$ cat config.mk
export PLATFORM = sky130hd
export DESIGN_NAME = coin_keeper_flat
export DESIGN_NICKNAME = d
export VERILOG_FILES = /design/src/rtl/coin_keeper_if.sv /design/src/rtl/coin_keeper.sv /design/src/flat_wrapper.sv
export SDC_FILE = /design/constraint.sdc
export NUM_CORES = 1
export LEC_CHECK = 0
export ABC_CLOCK_PERIOD_IN_PS = 11220
export CAP_MARGIN = 5
export CORE_MARGIN = 2
export CORE_UTILIZATION = 52
export DETAILED_ROUTE_END_ITERATION = 8
export PLACE_DENSITY = 0.95
export REMOVE_ABC_BUFFERS = 1
export SLEW_MARGIN = 5
export SYNTH_ARGS = -nofsm -noshare
export SYNTH_HDL_FRONTEND = slang
export SYNTH_SLANG_ARGS = --single-unit
$ cat constraint.sdc
create_clock -name Clk -period 11.22 [get_ports Clk]
set_input_delay 1.683 -clock Clk [delete_from_list [all_inputs] [get_ports Clk]]
set_output_delay 1.683 -clock Clk [all_outputs]
set_load 0.02 [all_outputs]
$ cat src/rtl/coin_keeper_if.sv
// Game-input/coin-status bundle between level logic and coin_keeper.
// The master side drives player state and game events; the slave side reports coin progress.
interface coin_keeper_if;
  logic       frame_clk;
  logic       game_start;
  logic       level_end;
  logic       game_over;
  logic [9:0] Player_X;
  logic [9:0] Player_Y;
  logic [11:0] Scroll_X;
  logic [2:0] CoinStatus;
  logic [1:0] Coin_Count;
  logic       coin_pulse;
  logic       Win;
  logic       Lose;

  modport master (
    output frame_clk, game_start, level_end, game_over, Player_X, Player_Y, Scroll_X,
    input  CoinStatus, Coin_Count, coin_pulse, Win, Lose
  );

  modport slave (
    input  frame_clk, game_start, level_end, game_over, Player_X, Player_Y, Scroll_X,
    output CoinStatus, Coin_Count, coin_pulse, Win, Lose
  );
endinterface

$ cat src/rtl/coin_keeper.sv
// Tracks collection of the three level coins once per frame and freezes the tally at win/lose.
// Collision uses world-space X (scroll + screen X) and screen-space Y with strict box overlap.
module coin_keeper #(
  parameter logic [11:0] COIN1_X   = 12'd400,
  parameter logic [9:0]  COIN1_Y   = 10'd300,
  parameter logic [11:0] COIN2_X   = 12'd800,
  parameter logic [9:0]  COIN2_Y   = 10'd250,
  parameter logic [11:0] COIN3_X   = 12'd1200,
  parameter logic [9:0]  COIN3_Y   = 10'd300,
  parameter logic [9:0]  COIN_SIZE = 10'd16,
  parameter logic [9:0]  PLAYER_W  = 10'd16,
  parameter logic [9:0]  PLAYER_H  = 10'd32
) (
  input  logic Clk,
  input  logic Reset,
  coin_keeper_if.slave bus
);

  typedef enum logic [1:0] {IDLE, PLAYING, WON, LOST} state_e;

  state_e     state_q, state_d;
  logic [2:0] coin_q, coin_d;
  logic [1:0] count_q, count_d;
  logic       pulse_q, pulse_d;
  logic       frame_clk_delayed_q;

  logic       tick;
  logic [12:0] pwx;
  logic [2:0] hit;
  logic [2:0] cleared;

  assign tick = bus.frame_clk & ~frame_clk_delayed_q;
  assign pwx  = {1'b0, bus.Scroll_X} + {3'b000, bus.Player_X};

  // Widened sums (13-bit X, 11-bit Y) so no edge comparison can wrap.
  function automatic logic overlaps(input logic [12:0] px, input logic [9:0] py,
                                    input logic [11:0] cx, input logic [9:0] cy);
    logic x_ok;
    logic y_ok;
    x_ok = (px < ({1'b0, cx} + {3'b000, COIN_SIZE})) &&
           ({1'b0, cx} < (px + {3'b000, PLAYER_W}));
    y_ok = ({1'b0, py} < ({1'b0, cy} + {1'b0, COIN_SIZE})) &&
           ({1'b0, cy} < ({1'b0, py} + {1'b0, PLAYER_H}));
    return x_ok && y_ok;
  endfunction

  assign hit[0] = overlaps(pwx, bus.Player_Y, COIN1_X, COIN1_Y);
  assign hit[1] = overlaps(pwx, bus.Player_Y, COIN2_X, COIN2_Y);
  assign hit[2] = overlaps(pwx, bus.Player_Y, COIN3_X, COIN3_Y);
  assign cleared = hit & coin_q;

  always_comb begin
    state_d = state_q;
    coin_d  = coin_q;
    pulse_d = 1'b0;
    if (bus.game_start) begin
      state_d = PLAYING;
      coin_d  = 3'b111;
    end else begin
      unique case (state_q)
        PLAYING: begin
          // A tick on the same cycle as level_end/game_over still commits its hits.
          if (tick) begin
            coin_d  = coin_q & ~cleared;
            pulse_d = |cleared;
          end
          if (bus.game_over) begin
            state_d = LOST;
          end else if (bus.level_end) begin
            state_d = WON;
          end
        end
        default: ;
      endcase
    end
    count_d = {1'b0, ~coin_d[0]} + {1'b0, ~coin_d[1]} + {1'b0, ~coin_d[2]};
  end

  always_ff @(posedge Clk) begin
    if (Reset) begin
      state_q             <= IDLE;
      coin_q              <= 3'b111;
      count_q             <= 2'd0;
      pulse_q             <= 1'b0;
      frame_clk_delayed_q <= 1'b0;
    end else begin
      state_q             <= state_d;
      coin_q              <= coin_d;
      count_q             <= count_d;
      pulse_q             <= pulse_d;
      frame_clk_delayed_q <= bus.frame_clk;
    end
  end

  assign bus.CoinStatus = coin_q;
  assign bus.Coin_Count = count_q;
  assign bus.coin_pulse = pulse_q;
  assign bus.Win        = (state_q == WON);
  assign bus.Lose       = (state_q == LOST);

endmodule

$ cat src/flat_wrapper.sv
// flat-port wrapper written by rule: the top's interface ports become plain ports
module coin_keeper_flat 
#(
  parameter logic [11:0] COIN1_X   = 12'd400,
  parameter logic [9:0]  COIN1_Y   = 10'd300,
  parameter logic [11:0] COIN2_X   = 12'd800,
  parameter logic [9:0]  COIN2_Y   = 10'd250,
  parameter logic [11:0] COIN3_X   = 12'd1200,
  parameter logic [9:0]  COIN3_Y   = 10'd300,
  parameter logic [9:0]  COIN_SIZE = 10'd16,
  parameter logic [9:0]  PLAYER_W  = 10'd16,
  parameter logic [9:0]  PLAYER_H  = 10'd32
)
  (Clk, Reset, bus_frame_clk, bus_game_start, bus_level_end, bus_game_over, bus_Player_X, bus_Player_Y, bus_Scroll_X, bus_CoinStatus, bus_Coin_Count, bus_coin_pulse, bus_Win, bus_Lose);
  coin_keeper_if bus_i ();
  input  logic Clk;
  input  logic Reset;
  input wire logic [$bits(bus_i.frame_clk)-1:0] bus_frame_clk;
  input wire logic [$bits(bus_i.game_start)-1:0] bus_game_start;
  input wire logic [$bits(bus_i.level_end)-1:0] bus_level_end;
  input wire logic [$bits(bus_i.game_over)-1:0] bus_game_over;
  input wire logic [$bits(bus_i.Player_X)-1:0] bus_Player_X;
  input wire logic [$bits(bus_i.Player_Y)-1:0] bus_Player_Y;
  input wire logic [$bits(bus_i.Scroll_X)-1:0] bus_Scroll_X;
  output wire logic [$bits(bus_i.CoinStatus)-1:0] bus_CoinStatus;
  output wire logic [$bits(bus_i.Coin_Count)-1:0] bus_Coin_Count;
  output wire logic [$bits(bus_i.coin_pulse)-1:0] bus_coin_pulse;
  output wire logic [$bits(bus_i.Win)-1:0] bus_Win;
  output wire logic [$bits(bus_i.Lose)-1:0] bus_Lose;
  assign bus_i.frame_clk = bus_frame_clk;
  assign bus_i.game_start = bus_game_start;
  assign bus_i.level_end = bus_level_end;
  assign bus_i.game_over = bus_game_over;
  assign bus_i.Player_X = bus_Player_X;
  assign bus_i.Player_Y = bus_Player_Y;
  assign bus_i.Scroll_X = bus_Scroll_X;
  assign bus_CoinStatus = bus_i.CoinStatus;
  assign bus_Coin_Count = bus_i.Coin_Count;
  assign bus_coin_pulse = bus_i.coin_pulse;
  assign bus_Win = bus_i.Win;
  assign bus_Lose = bus_i.Lose;
  coin_keeper #(.COIN1_X(COIN1_X), .COIN1_Y(COIN1_Y), .COIN2_X(COIN2_X), .COIN2_Y(COIN2_Y), .COIN3_X(COIN3_X), .COIN3_Y(COIN3_Y), .COIN_SIZE(COIN_SIZE), .PLAYER_W(PLAYER_W), .PLAYER_H(PLAYER_H)) u_core (.Clk(Clk), .Reset(Reset), .bus(bus_i));
endmodule
==> flow_summary.ini, run 1 <==
[run_status]
status = complete, no violations

[run]
drv_cap = 0

[clock_network]
cts.sinks = 9
postCtsHoldBufs = 0
cts_inserted_buffers = 3
root_buffer = clkbuf_4
clk_latency_ns = 0.26
h-tree-depth = 1
postCtsSetupBuffers = 0
cts.clk_slew.worst_paths_ns = 0.05
cts_tree = done
cts_resized = 0
cts.path.max_buffers = 2

[worst_setup_path]
cp_cell_sequence = clkdlybuf4s50_1 -> ha_1 -> fa_1 -> a21o_1 -> a221oi_4 -> o21bai_4 -> xnor2_1 -> o21ai_0 -> o2111a_1 -> o211a_1 -> o2111ai_1 -> o22ai_1 -> fa_1 -> nor2b_1
path_max_fanout = 11
max_stage_delay_ns = 0.69
critPathLaunchType = input pin
critPathMostFrequentCell = fa_1
crit_arrival_ns = 5.96
cp_slowest_cell = xnor2_1
path_class = input pin to flop
setup.worst_path.end_class = flop
cp.required_ns = 11.36

[synthesis]
yosysSeqAreaShare_pct = 11.8
synth_flop_cell = dfxtp_1
yosysWarnings = 0
synth_cell_type_count = 64
synth_adder_area_share_pct = 11.6
synth_edf_count = 0
synth_area_per_cell_um2 = 7.84
synth_seq_cells = 9
synthArstFlopShare_pct = 0
synth_top_family_by_area = compound AO/OA/AOI/OAI gates
syn_area_mm2 = 0.00153
synth_mux_area_share_pct = 1.96
netlist_instances = 195
synthXorXnorAreaFrac_pct = 7.45
synth_compound_area_share_pct = 36.7
synthSimpleGateAreaFrac_pct = 26.9

[global_route]
grt_overflow_total = 0
grt_max_degree = 13
grt_use_total_pct = 24.8
antenna_found_initial = 0
grt_pass1_wl_um = 6780
grt_pass1_vias = 1547

[timing]
setup_viol = 0
fin_crit_sh_pct = 51.9
hold_violations = 0
fin_skew_ns = 0.00992
tightestPinTransition_ns = 0.854
drv_slew = 0
max_slew_margin_pct = 42.6
rsz0062_at_grt = no
fmax_mhz = 172
fin_ws_ns = 5.40
finalSetupTns_ns = 0
post-route-min-period_ns = 5.82

[routing]
wl_per_cell_um = 14.7
vias = 1707
ant_nets = 0
routed_wl_um = 3960
drtIter0Drc = 97
drcViolationCount = 0
avgViaCountPerCell = 6.32
first_pass_iters = 4

[placement]
place_congestion = 0.924
place_inst = 266
io_buffers = 45
dp_slack_ns = 5.18
dp_hpwl_um = 3200

[die]
core_mm2 = 0.00278
die_area_mm2 = 0.00339
die_h_um = 58.2
num_rows = 19
dieWidth_um = 58.2
pin_count = 46
start_util_pct = 55.0

[pwr]
ir_worst_vdd_uv = 95.3
pwr-share-clk_pct = 14.3
switching_share_pct = 44.4
p_switching_w = 0.0000767
seqPwrFrac_pct = 19.1
power.total_w = 0.000173
p_int_w = 0.0000961
pwr-share-comb_pct = 66.6
powerDensity_mw_per_mm2 = 85.5
leakage_nw = 0.784

[final_layout]
drive_gt1_share_pct = 6.69
antenna_cells = 0
instances_no_fill = 270
fin_nets = 291
layout_commonest_cell = clkdlybuf4s50_1
area.growth.synth_to_final_pct = 32.2
final_util_pct = 72.6
layout_common_cells = clkdlybuf4s50_1, nor2_1, a21oi_1, nand2_1, ha_1

[worst_hold_path]
holdCritPathClass = flop to flop
[final timing paths]
path / startpoint / end / slack (ns) / cells after the start
max: bus_Scroll_X[0] / u_core.bus.Coin_Count[0] / 5.40 / 14
max reg2reg: u_core.state_q[1] / u_core.bus.Coin_Count[0] / 9.05 / 5
min reg2reg: u_core.bus.CoinStatus[0] / u_core.bus.CoinStatus[0] / 0.49 / 2
min: u_core.bus.CoinStatus[0] / u_core.bus.CoinStatus[0] / 0.49 / 2
[synth_stat cells (2+ instances only)]
cell type | instances | area share (%)
nor3_1 | 4 | 1.3
inv_1 | 8 | 2.0
and3_1 | 3 | 1.2
nor3b_1 | 3 | 1.5
clkbuf_1 | 3 | 0.74
xnor2_1 | 8 | 4.6
o21ai_1 | 4 | 1.3
nand3_1 | 5 | 1.6
a211oi_1 | 4 | 2.0
o211ai_1 | 6 | 2.9
or2_2 | 2 | 0.82
a31oi_1 | 6 | 2.5
nor2b_1 | 6 | 2.5
dfxtp_1 | 9 | 12
o21ai_0 | 7 | 2.3
fa_1 | 2 | 2.6
nor2_1 | 16 | 3.9
and2_1 | 4 | 1.6
o31ai_1 | 2 | 0.98
xor2_1 | 5 | 2.9
o211a_1 | 2 | 1.3
nand2_1 | 12 | 2.9
a311o_1 | 2 | 1.3
o21a_1 | 4 | 2.0
ha_1 | 11 | 9.0
a21oi_1 | 12 | 3.9
mux2i_1 | 3 | 2.0
a211oi_2 | 2 | 1.6
a21o_1 | 5 | 2.5
[power by group through the flow]
stage / Clock (W) / Sequential, W / Combinational (W)
after floorplan: 0 / 0.0000336 / 0.0000802
after global placement: 0 / 0.0000337 / 0.000109
after detailed placement: 0 / 0.0000337 / 0.000112
after CTS: 0.0000252 / 0.0000330 / 0.000113
after global routing: 0.0000276 / 0.0000331 / 0.000127
final: 0.0000247 / 0.0000330 / 0.000115
[stage by stage]
stage	hold WS [ns]	instance area (um2)
2_1_floorplan	0.475	1510
3_5_place_dp	0.484	1990
5_1_grt	0.524	2020
6_report	0.495	2020
4_1_cts	0.495	2020
3_3_place_gp	0.480	1990
[per-layer routing]
layer	track usage, %	wire length, um	vias up
met5	0	0	-
met4	2.99	31	0
met3	3.79	280	4
met2	43.2	1960	72
met1	33.4	1690	792
li1	-	-	839
[layout make-up]
cell class              instances  area [um2]
multi-input cells             173        1290
fillers                       225         761
well taps                      31        38.8
flip-flops and latches          9         180
repair buffers                 45         450
inverters                       8        30.0
clock buffers                   4        26.3
[critical path: cells and delay by family]
kind                       cells  cell delay [ns]
adders and majority gates      3             1.16
AOI/OAI and AO/OA              8             1.87
and+or+nand+nor                1             0.13
buffers and inverters          1             0.40
xor gates and xnor gates       1             0.69
[registers in the layout, indices dropped and copies added (netlist names)]
signal	cells
u_core.bus.Coin_Count	2
u_core.bus.coin_pulse	1
u_core.bus.CoinStatus	3
u_core.state_q	2
u_core.frame_clk_delayed_q	1
[kinds of logic after synthesis]
family                     count (synthesis)
AOI/OAI and AO/OA                         73
xor gates and xnor gates                  13
adders and majority gates                 13
buffers and inverters                     13
DFF                                        9
muxes                                      3
and+or+nand+nor                           71
Power figures use the tool's default switching activity.
==> run 2: changes to the inputs <==
Settings changed: ABC_CLOCK_PERIOD_IN_PS 11220 to 4900, CORE_UTILIZATION 52 to 43, PLACE_DENSITY 0.95 to 0.85.
Clock period 11.22 ns to 4.9 ns, I/O delays scaled along.
==> run 2 against run 1 <==
Cell count increased by 6.3%; die area increased by 19%; clock power increased by 130%; largest cell class unchanged; design area increased by 1.7%.
==> flow_summary.ini, run 2 (synthesis results as in run 1) <==
[routing]
routed_wl_um = 3630
first_pass_iters = 4
drcViolationCount = 0
ant_nets = 0
vias = 1649
wl_per_cell_um = 12.7
drtIter0Drc = 73
avgViaCountPerCell = 5.75

[global_route]
grt_max_degree = 13
grt_overflow_total = 0
grt_use_total_pct = 18.7
grt_pass1_vias = 1573
antenna_found_initial = 0
grt_pass1_wl_um = 6420

[final_layout]
layout_commonest_cell = clkdlybuf4s50_1
antenna_cells = 0
area.growth.synth_to_final_pct = 34.4
largest_register_ffs = 3
fillers = 318
drive_gt1_share_pct = 7.47
layout_common_cells = clkdlybuf4s50_1, nor2_1, a21oi_1, nand2_1, ha_1
fin_nets = 293

[worst_setup_path]
cp_cell_sequence = clkdlybuf4s50_1 -> ha_1 -> fa_1 -> nand3_1 -> a21oi_1 -> or2_2 -> inv_1 -> ha_1 -> xor2_1 -> xnor2_1 -> a31oi_1 -> o21ai_0 -> o21a_1 -> o21ai_1 -> a311o_1 -> a21oi_1 -> fa_1 -> nor2b_1
crit_arrival_ns = 4.62
worst-path-buf-inv = 2
cp_top_family = adder cells
setup.worst_path.end_class = flop
path_class = input pin to flop
cp_slowest_cell = fa_1
cp.required_ns = 5.05
path_max_fanout = 4
max_stage_delay_ns = 0.43
critPathLaunchType = input pin

[die]
pin_count = 46
dieWidth_um = 63.6
die_area_mm2 = 0.00405
core_mm2 = 0.00336
num_rows = 21
die_h_um = 63.6
start_util_pct = 45.5

[placement]
io_buffers = 45
place_congestion = 0.927
dp_hpwl_um = 3080

[clock_network]
cts.clk_slew.worst_paths_ns = 0.06
h-tree-depth = 1
cts_resized = 0
cts_inserted_buffers = 3
postCtsSetupBuffers = 0
postCtsHoldBufs = 0
cts.path.max_buffers = 2
root_buffer = clkbuf_4
cts.sinks = 9
clk_latency_ns = 0.26
cts_tree = done

[timing]
whs_ns = 0.486
drv_slew = 0
post-route-min-period_ns = 4.47
max_slew_margin_pct = 60.4
hold_violations = 0
finalSetupTns_ns = 0
setup_viol = 0
tightestPinTransition_ns = 0.588
fin_skew_ns = 0.00493
fmax_mhz = 224
rsz0062_at_grt = no
fin_crit_sh_pct = 91.2

[worst_hold_path]
holdCritPathClass = flop to flop

[pwr]
ir_worst_vdd_uv = 97.5
powerDensity_mw_per_mm2 = 192
leakage_nw = 0.793

[run_status]
status = complete, no violations

[run]
drv_cap = 0
==> run 2: cell count changes in the layout (fill, tap and decap cells not counted) <==
cell / change
buf_4: +2
==> run 2: area by class of cell <==
cell class | count | area (um2) | area share (%)
sequential | 9 | 180 | 8.77
inverter | 8 | 30.0 | 1.46
tap | 46 | 57.6 | 2.80
clock buffer | 4 | 26.3 | 1.28
timing repair buffer | 47 | 465 | 22.7
multi-input combinational | 173 | 1290 | 63.0
==> run 2: worst min-delay path, cell delays in order (launching register included) <==
cell and delay, ns:
dfxtp_1 0.33, inv_1 0.06, a2bb2oi_1 0.05
==> run 2: power breakdown <==
| part | internal, W | switching [W] |
|---|---|---|
| Sequential | 0.0000745 | 0.00000102 |
| Clock | 0.0000314 | 0.0000260 |
| Combinational | 0.000117 | 0.000144 |
==> run 2: worst paths after layout <==
path / cells after the start / slack, ns / to / from
max reg2reg: 5 / 2.79 / u_core.bus.Coin_Count[0] / u_core.state_q[1]
min: 2 / 0.49 / u_core.bus.CoinStatus[0] / u_core.bus.CoinStatus[0]
min reg2reg: 2 / 0.49 / u_core.bus.CoinStatus[0] / u_core.bus.CoinStatus[0]
max: 18 / 0.43 / u_core.bus.Coin_Count[0] / bus_Scroll_X[0]
==> run 2: routing by layer <==
layer	GRT usage (%)	share of wire, %
met5	0	0
met3	3.04	4.2
met4	2.72	0.33
met1	23.9	48
met2	33.4	48
==> run 2: through the flow <==
step / power (W) / cell area (um2) / utilization, % / worst slack [ns] / cells
floorplan: 0.000260 / 1510 / - / 0.637 / 190
CTS: 0.000393 / 2050 / 61.1 / 0.460 / 287
finish: 0.000395 / 2050 / 61.1 / 0.429 / 287
detailed placement: 0.000335 / 2030 / 60.3 / 0.211 / 283
global placement: 0.000332 / 2030 / 60.3 / 0.206 / 283
global route: 0.000431 / 2050 / 61.1 / 0.121 / 287
==> run 3: changes to the inputs <==
Settings changed: CORE_MARGIN 2 to default, SLEW_MARGIN 5 to 20.
==> run 3 against run 2 <==
Critical path depth is the same; non-clock buffer count is the same; design area unchanged; maximum frequency rose by 0.48%; wire length rose by 3.6%; worst hold slack gained 0.033 ns; global-route usage up 3.0 points; sequential power about the same; power increased by 1.2%; count of clock-buffer cells in the layout stayed put; register-to-register slack got worse by 0.06 ns; largest power group unchanged; highest routed layer unchanged.
==> flow_summary.ini, run 3 (synthesis results as in run 1) <==
[worst_setup_path]
rrSetupSlack_ns = 2.73
worst-path-buf-inv = 2
cp.required_ns = 5.06
max_stage_delay_ns = 0.43
crit_arrival_ns = 4.61
cp_top_family = adder cells
critPathLaunchType = input pin
setup.worst_path.end_class = flop
path_max_fanout = 4
startpoint = bus_Scroll_X[0]
cp_cell_sequence = clkdlybuf4s50_1 -> ha_1 -> fa_1 -> nand3_1 -> a21oi_1 -> or2_2 -> inv_1 -> ha_1 -> xor2_1 -> xnor2_1 -> a31oi_1 -> o21ai_0 -> o21a_1 -> o21ai_1 -> a311o_1 -> a21oi_1 -> fa_1 -> nor2b_1
crit-reg2reg-launch = u_core.state_q[1]
critical_path_depth = 18
cp_slowest_cell = fa_1
path_class = input pin to flop
rr_worst_depth = 5

[global_route]
antenna_found_initial = 0
grt_pass1_wl_um = 6380
grt_overflow_total = 0
grt_max_degree = 13
grt_use_total_pct = 21.7
grt_pass1_vias = 1476

[pwr]
pwr-share-comb_pct = 66.5
seqPwrFrac_pct = 18.9
power.total_w = 0.000399
powerDensity_mw_per_mm2 = 194
ir_worst_vdd_uv = 85.4
leakage_nw = 0.793
p_switching_w = 0.000176
pwr-share-clk_pct = 14.5
p_int_w = 0.000223
switching_share_pct = 44.0

[clock_network]
postCtsHoldBufs = 0
cts.clk_slew.worst_paths_ns = 0.06
postCtsSetupBuffers = 0
cts_tree = done
root_buffer = clkbuf_4
cts_inserted_buffers = 3
h-tree-depth = 1
cts_resized = 0
cts.sinks = 9
cts.path.max_buffers = 2
clk_latency_ns = 0.27

[final_layout]
instances_no_fill = 287
area.growth.synth_to_final_pct = 34.4
layout_commonest_cell = clkdlybuf4s50_1
largest_register_ffs = 3
fin_area_mm2 = 0.00205
fin_nets = 293
drive_gt1_share_pct = 7.47
antenna_cells = 0
fillers = 324
layout_common_cells = clkdlybuf4s50_1, nor2_1, a21oi_1, nand2_1, ha_1

[placement]
dp_hpwl_um = 3070
io_buffers = 45
dpl-instance-area_mm2 = 0.00203
place_congestion = 0.930
place_inst = 283

[timing]
post-route-min-period_ns = 4.45
hold_violations = 0
max_slew_margin_pct = 61.4
rsz0062_at_grt = no
fin_skew_ns = 0.00455
finalSetupTns_ns = 0
fmax_mhz = 225
tightestPinTransition_ns = 0.575
setup_viol = 0
drv_slew = 0
fin_crit_sh_pct = 90.8

[routing]
routed_wl_um = 3760
vias = 1683
drtIter0Drc = 86
wl_per_cell_um = 13.1
drcViolationCount = 0
ant_nets = 0
avgViaCountPerCell = 5.86
first_pass_iters = 4

[die]
core_mm2 = 0.00336
die_area_mm2 = 0.00380
die_h_um = 61.6
start_util_pct = 45.5
num_rows = 21
pin_count = 46
dieWidth_um = 61.6

[worst_hold_path]
hold_start = u_core.bus.CoinStatus[0]
hold_depth = 2
holdCritPathClass = flop to flop

[run_status]
status = complete, no violations

[run]
drv_cap = 0
run 3: cell counts in the layout (fill, tap and decap cells not counted):
No cell type changed its count.
run 3: worst paths after layout:
kind / endpoint
max: u_core.bus.Coin_Count[0]
max reg2reg: u_core.bus.Coin_Count[0]
min: u_core.bus.CoinStatus[0]
min reg2reg: u_core.bus.CoinStatus[0]
run 3: metrics by stage:
step / setup WS [ns] / util, % / hold slack, ns
final: 0.451 / 61.1 / 0.519
after global routing: 0.126 / 61.1 / 0.535
after CTS: 0.482 / 61.1 / 0.503
after detailed placement: 0.226 / 60.3 / 0.493
after global placement: 0.247 / 60.3 / 0.480
after floorplan: 0.637 / - / 0.475
run 3: area by class of cell:
class | count | area (um2) | area share [%]
sequential | 9 | 180 | 8.77
inverter | 8 | 30.0 | 1.46
clock buffer | 4 | 26.3 | 1.28
tap | 46 | 57.6 | 2.80
multi-input combinational | 173 | 1290 | 63.0
timing repair buffer | 47 | 465 | 22.7
run 3: worst reg2reg max path, cell delays in order (launching register included):
cell,delay (ns)
dfxtp_1,0.33
or4bb_1,0.58
o31ai_1,0.37
nor2b_1,0.22
fa_1,0.43
nor2b_1,0.13
run 3: layer usage:
metal,GRT usage (%),vias to the layer above,part of all wire [%]
li1,-,842,-
met1,30.6,779,47
met2,36.9,59,47
met3,2.52,3,6.1
met4,1.90,0,0.27
met5,0,-,0
run 3: power by group through the flow:
| stage | clock network [W] | registers [W] | logic (W) |
|---|---|---|---|
| floorplan | 0 | 0.0000769 | 0.000184 |
| global placement | 0 | 0.0000771 | 0.000256 |
| detailed placement | 0 | 0.0000773 | 0.000261 |
| CTS | 0.0000593 | 0.0000756 | 0.000262 |
| global route | 0.0000624 | 0.0000758 | 0.000294 |
| finish | 0.0000580 | 0.0000756 | 0.000265 |
